`config.mk`:
```
export PLATFORM = sky130hd
export DESIGN_NAME = instr_mem_sync
export DESIGN_NICKNAME = d
export VERILOG_FILES = /design/src/rtl/instr_mem_sync.sv
export SDC_FILE = /design/constraint.sdc
export NUM_CORES = 1
export LEC_CHECK = 0
export ABC_CLOCK_PERIOD_IN_PS = 4600
export BUFFER_PORTS_ARGS = -buffer_cell sky130_fd_sc_hd__buf_2
export CORE_UTILIZATION = 50
export DETAILED_ROUTE_END_ITERATION = 16
export GPL_ROUTABILITY_DRIVEN = 0
export HOLD_SLACK_MARGIN = 0.06
export PLACE_DENSITY = 0.68
export SLEW_MARGIN = 20
export SYNTH_ARGS = -nofsm -noshare
export SYNTH_HDL_FRONTEND = slang
export SYNTH_SLANG_ARGS = --single-unit
```
`constraint.sdc`:
```
create_clock -name clk -period 4.6 [get_ports clk]
set_clock_uncertainty 0.1 [all_clocks]
set_input_delay 0.23 -clock clk [delete_from_list [all_inputs] [get_ports clk]]
set_output_delay 0.23 -clock clk [all_outputs]
set_load 0.05 [all_outputs]
```
`src/rtl/instr_mem_sync.sv`:
```
// Synchronous instruction memory: boot-loaded word store with a one-cycle registered fetch port.
// Define IMEM_PARITY_EN to keep an even-parity bit per word and flag read mismatches on parity_err.
module instr_mem_sync #(
  parameter int DATA_W     = 16,
  parameter int DEPTH      = 16,
  parameter int PC_W       = 16,
  parameter int BYTE_SHIFT = 1
) (
  input  logic                     clk,
  input  logic                     rst_n,
  input  logic                     load_valid,
  output logic                     load_ready,
  input  logic [$clog2(DEPTH)-1:0] load_addr,
  input  logic [DATA_W-1:0]        load_data,
  input  logic                     load_done,
  input  logic                     fetch_req,
  input  logic [PC_W-1:0]          pc,
  output logic                     fetch_ready,
  input  logic                     flush,
  input  logic                     stall,
  output logic [DATA_W-1:0]        instr,
  output logic                     instr_valid,
  output logic                     addr_err,
  output logic                     misalign_err,
  output logic                     parity_err
);

  localparam int IDX_W = $clog2(DEPTH);
  localparam logic [PC_W-1:0] LOW_MASK = PC_W'((64'(1) << BYTE_SHIFT) - 64'(1));

  typedef enum logic {BOOT, RUN} state_t;

  state_t state;
  state_t state_next;

  logic [DATA_W-1:0] mem [DEPTH];
  logic [IDX_W-1:0]  idx;
  logic [DATA_W-1:0] rd_word;
  logic              rd_par_bad;
  logic              pc_hi_nz;
  logic              pc_misalign;
  logic              load_we;
  logic              fetch_acc;
  logic              hold;

  always_ff @(posedge clk or negedge rst_n) begin
    if (!rst_n) state <= BOOT;
    else        state <= state_next;
  end

  // Boot is one-way; only reset brings the machine back to BOOT.
  always_comb begin
    state_next = state;
    if (state == BOOT && load_done) state_next = RUN;
  end

  assign load_ready  = (state == BOOT);
  assign fetch_ready = (state == RUN) && !flush && !(instr_valid && stall);
  assign load_we     = load_valid && load_ready;
  assign fetch_acc   = fetch_req && fetch_ready;
  assign hold        = instr_valid && stall && !flush;

  assign idx         = pc[BYTE_SHIFT +: IDX_W];
  assign pc_hi_nz    = (pc >> (BYTE_SHIFT + IDX_W)) != '0;
  assign pc_misalign = (pc & LOW_MASK) != '0;
  assign rd_word     = mem[idx];

  // Memory contents are intentionally outside the reset domain.
  always_ff @(posedge clk) begin
    if (load_we) mem[load_addr] <= load_data;
  end

`ifdef IMEM_PARITY_EN
  logic par_mem [DEPTH];

  always_ff @(posedge clk) begin
    if (load_we) par_mem[load_addr] <= ^load_data;
  end

  assign rd_par_bad = (^rd_word) != par_mem[idx];
`else
  assign rd_par_bad = 1'b0;
`endif

  // Output stage: load on accept, freeze under stall, otherwise fall back to an empty slot.
  always_ff @(posedge clk or negedge rst_n) begin
    if (!rst_n) begin
      instr        <= '0;
      instr_valid  <= 1'b0;
      addr_err     <= 1'b0;
      misalign_err <= 1'b0;
      parity_err   <= 1'b0;
    end else if (fetch_acc) begin
      instr        <= pc_hi_nz ? '0 : rd_word;
      instr_valid  <= 1'b1;
      addr_err     <= pc_hi_nz;
      misalign_err <= pc_misalign;
      parity_err   <= !pc_hi_nz && rd_par_bad;
    end else if (!hold) begin
      instr        <= '0;
      instr_valid  <= 1'b0;
      addr_err     <= 1'b0;
      misalign_err <= 1'b0;
      parity_err   <= 1'b0;
    end
  end

endmodule

```
# [Word-level counts from Yosys, hierarchy flattened]
# Memory sizes are Yosys's and may differ from the RTL's.
# Cells that the tools add are included.
# Widths: inputs -> output; s select.
[word_totals] ff_bits=21 ram_bits=256 input_bits=43 out_inout_bits=22 elab_cells=29 mem_count=1
[classes] eq_ne=1 n_mux=10 bitwise_logic=1 n_reduce_logical=10
[memory_table] name="mem" words=16 word_bits=16 rd=1 rd_ports_with_merged_regs=0 write_ports=1 line_no="36" text="logic [DATA_W-1:0] mem [DEPTH];"
[ops] operator="$mux 16" count=3
[ops] operator="$reduce_bool 16->1" count=1
[ops] operator="$logic_and 1x1->1" count=7
[ops] operator="$mux 1" count=7
[ops] operator="$logic_not 1->1" count=2
[ops] operator="$ne 2x2->1 const B" count=1
[ops] operator="$not 1->1" count=1

# [Logic depth before layout (Yosys ltp)]
[logic_depth] depth_word=5 depth_mapped=6 depth_no_buf=4

# [Worst setup path after synthesis]
# OpenSTA, ideal clock, no wires.
[synth_path] path_type="flip-flop to flip-flop" from="register state" to="memory mem[12][0], enable pin" t_arrival_ns=2.129 setup_slack_ns=1.962 stages_incl_launch_ff=4 path_cell_list="dfrtp_1 > inv_1 > nand4_1 > nor3_1"
[synth_via] elab_chain_len=4
[synth_rtl] item="start: declaration" line_no="33" text="state_t state;"
[synth_rtl] item="start signal: assignment" line_no="48" text="else state <= state_next;"
[synth_rtl] item="$not 1->1" line_no="57" text="assign load_ready = (state == BOOT);"
[synth_rtl] item="via load_ready" line_no="12" text="output logic load_ready,"
[synth_rtl] item="$logic_and 1x1->1" line_no="59" text="assign load_we = load_valid && load_ready;"
[synth_rtl] item="$mux 1" line_no="70" text="if (load_we) mem[load_addr] <= load_data;"
[synth_rtl] item="$mux 1 (not written as such)" line_no="70"
[synth_rtl] item="end: declaration" line_no="36"
# The timed path passes the listed nets, and every way through them passes these cells.

# [Worst setup path in the final report]
[layout_path] from="register instr_valid" to="register instr[12]"
[layout_via] elab_chain_len=5
[layout_rtl] item="start: declaration" line_no="22" text="output logic instr_valid,"
[layout_rtl] item="start signal: assignment" line_no="89" text="instr_valid <= 1'b0;"
[layout_rtl] item="start signal: assignment" line_no="95" text="instr_valid <= 1'b1;"
[layout_rtl] item="start signal: assignment" line_no="101" text="instr_valid <= 1'b0;"
[layout_rtl] item="$logic_and 1x1->1 *" line_no="58, 61"
[layout_rtl] item="$logic_not 1->1" line_no="58" text="assign fetch_ready = (state == RUN) && !flush && !(instr_valid && stall);"
[layout_rtl] item="$logic_and 1x1->1" line_no="58"
[layout_rtl] item="$logic_and 1x1->1" line_no="60" text="assign fetch_acc = fetch_req && fetch_ready;"
[layout_rtl] item="$ne 2x2->1 (no line) or $mux 16 (tied branches)"
[layout_rtl] item="end signal: assignment" line_no="94" text="instr <= pc_hi_nz ? '0 : rd_word;"
[layout_rtl] item="end: declaration" line_no="21" text="output logic [DATA_W-1:0] instr,"
# Every way passes the cells marked *; elsewhere a longest branch is shown, timed or not.
# A chain may end at the register's enable or synchronous reset.

==> implementation parameters <==
Parameter                              Value

GRT
  All-layer global routing usage    0.215
  First-pass GRT wire length    approximately 34000 µm
  Global route total overflow    0
  Number of global-route vias before repair    approximately 5.5k
  Maximum number of pins on one net before global-route repair    65
  Number of antenna violations at the first check in global routing    1

Route
  First-pass detailed-route iteration total    5
  DR iter-0 viols    417
  Average wire per standard cell    around 25 µm
  Number of vias after detailed routing    between 5k and 6k
  Post-route DRC violation count    0
  Routed Antenna Nets    0
  Total routed wirelength    roughly 23000 µm
  Routed via count divided by cell count    between 6 and 7

Critical path
  Timing endpoint of the critical path    instr[12]
  Worst R2R Setup Slack    2.23 ns
  Reg-to-Reg End    instr[12]
  Stages on worst setup path    5
  Number of cell instances on the worst register-to-register path    5
  Arrival time of the worst setup path    ~2.7 ns
  Worst setup path start    instr_valid
  Source of the worst register-to-register timing path    instr_valid
  Maximum single-stage delay on the critical path    0.68 ns
  Data required time at the worst endpoint    slightly below 5 ns
  Worst-path fanout max    13
  Family with the most delay on the worst path    simple AND/OR/NAND/NOR gates
  Worst-path cell chain    nand2_1 -> and4b_1 -> buf_4 -> nand3_1 -> o211ai_1
  Critical path launch point type    flip-flop
  Critical Path End Type    flip-flop
  WS Path Type    flip-flop to flip-flop
  Standard cell with the maximum stage delay on the critical path    and4b_1
  Count of buffering cells on the critical path with inverters included    1

Finish
  Final standard cell count with taps included and fillers excluded    roughly 900
  Most common cell after layout, fill and taps aside    edfxtp_1
  Top library cells by usage in the layout, fill and taps aside    edfxtp_1, buf_2, mux4_2, clkbuf_16, buf_4
  Post-route standard cell area excluding fillers    between 0.01 and 0.015 mm²
  Layout overhead on the synthesized area    17.5%
  Proportion of layout cells with a drive suffix above 1    0.338
  NumNets Final    between 600 and 700

Synthesis
  Flop and latch count out of synthesis    276
  Synthesized area per cell    between 20 and 25 µm²
  Fraction of synthesized cell area taken by the top area cell type    0.717
  Largest family of logic cells by synthesized area    multiplexers
  Sequential share of the synthesized area    0.764
  Synth area leader    edfxtp_1
  Xor-xnor portion of the synthesized cell area    0
  Gate count after technology mapping    491
  Largest cells by area after synthesis    edfxtp_1, mux4_2, dfrtp_1, mux4_1, mux2_2
  Mux contribution to synthesized area    0.170
  Syn Nets    534
  Summed instance area of the synthesized netlist    0.0107 mm²
  Complex-gate fraction of the synthesized area    0.0130
  Number of warnings reported in the yosys synthesis log    0
  Area share of and/or/nand/nor cells after synthesis    0.0355
  Share of synthesized cell area in full adder, half adder and majority cells    0
  Library cells used by synthesis    32

Run
  Max-cap violations    0

Die
  Full die area    roughly 0.022 mm²
  Initial standard-cell utilization of the core    0.510
  Floorplan die height    about 150 µm
  Area of the core    0.0210 mm²
  I/O pin cnt    65
  Floorplan die width    around 150 µm
  Std cell rows    53

Placement
  Detailed placement HPWL    13000 µm
  Placed Instance Area    about 0.011 mm²
  Count of input and output buffers    63
  DP Cell Count    830

Timing
  Final min period    roughly 2.4 ns
  Final worst path period share    0.515
  RSZ-0062 raised after global routing    false
  Tightest slew margin relative to the limit    0.267
  Sum of negative setup slack    0 ns
  Count of final max-slew check failures    0
  Final setup violation count    0
  Highest attainable clock frequency    about 0.42 GHz
  Number of hold violations in the final report    0
  Hold slack final    ~0.14 ns
  Slew at the pin closest to its max-slew limit    around 1.1 ns

Clock tree
  Source-to-sink clock delay at the later pin of the worst-skew pair    ~0.53 ns
  Number of buffers inserted by post-CTS setup repair    0
  Htree depth    1
  Number of buffers on the longest clock path    3
  Post-cts repair resize count    0
  Cts bufs inserted    28
  CTS root buf    clkbuf_16
  Clk pin slew, worst setup/hold paths    around 0.06 ns
  Sink count of the clock tree    around 280
  Clock tree from TritonCTS    yes

Run status
  Outcome    finished, final reports clean

Power and ir drop
  Total chip power    5.18 mW
  Maximum vdd drop    about 0.27 mV
  Reported leakage power    approximately 4.3 nW
  Share of total power consumed by net switching    0.195
  Net switching power figure    between 1 and 1.5 mW
  Comb power frac    0.043
  PD cells    between 400 and 500 mW/mm²
  Clock share of power    0.428
  Internal portion of total power    around 4.2 mW
  Sequential cell fraction of total power    0.530

Hold path
  Worst min-delay path class    primary input to flip-flop
## worst min-delay path by stage
stage | to | slack, ns | cells past startpoint | startpoint
after floorplan | addr_err | -0.17 | 0 | rst_n
after global placement | instr[2] | 0.16 | 1 | rst_n
after detailed placement | misalign_err | 0.17 | 1 | rst_n
after CTS | instr[9] | 0.12 | 3 | pc[4]
after global routing | instr[1] | 0.14 | 3 | pc[4]
final | instr[8] | 0.14 | 3 | pc[4]
## logic make-up after synthesis
family / count (synthesis)
muxes: 95
buffers and inverters: 27
and+or+nand+nor: 73
DFF: 276
other: 1
AOI/OAI and AO/OA: 19
## per-layer routing
layer | track usage | routed length, µm
met1 | 0.312 | 9450
met2 | 0.345 | 10900
met3 | 0.0282 | 1860
met4 | 0.0675 | 565
met5 | 0 | 0
## power by group through the flow
stage          registers [mW]  clock network (mW)  logic, mW
2_1_floorplan            2.80                   0      0.122
3_3_place_gp             2.80                   0      0.204
3_5_place_dp             2.80                   0      0.208
4_1_cts                  2.74                2.25      0.223
5_1_grt                  2.74                2.34      0.238
6_report                 2.74                2.22      0.221
## tightest hold or removal path, cell delays in order
cell and delay (ns):
buf_2 0.26, nand4_1 0.14, o211ai_1 0.08
## flip-flops by register name, summed over array words and instances (netlist names)
| register | flops |
|---|---|
| instr | 16 |
| state | 1 |
| addr_err | 1 |
| misalign_err | 1 |
| mem | 256 |
| instr_valid | 1 |
## timing repair
| item | 4_1_cts | 5_1_grt |
|---|---|---|
| endpoints found under the hold margin | 279 | 0 |
| hold buffers | 21 | 0 |
| endpoints found under the setup margin | 0 | 0 |
## metrics by stage
| stage | util | setup slack [ns] |
|---|---|---|
| after floorplan | - | 1.96 |
| after detailed placement | 0.545 | 2.08 |
| after global placement | 0.545 | 2.05 |
| after global routing | 0.599 | 2.05 |
| final | 0.599 | 2.23 |
| after CTS | 0.599 | 2.21 |
## final cells by class
type,count,area [µm²]
Antenna cell,1,2.50
Clock buffer,38,769
Clock inverter,14,140
Fill cell,1448,8430
Inverter,2,7.51
Multi-Input combinational cell,188,2400
Sequential cell,276,8190
Tap cell,275,344
Timing Repair Buffer,110,739
## synthesized netlist by cell type, drive strengths merged
master,count
nor2,16
nor3,5
nand3,1
nand2b,3
nor4,2
o211ai,16
nand4,10
inv,2
nand4b,7
or2,1
a22o,1
and3,1
conb,1
and2,1
nor2b,1
edfxtp,256
and4b,1
clkbuf,6
o21ai,2
nand3b,1
mux2i,15
buf,19
nand2,21
dfrtp,20
nor3b,1
mux4,64
or3,1
mux2,16
Power figures use the tool's default switching activity.
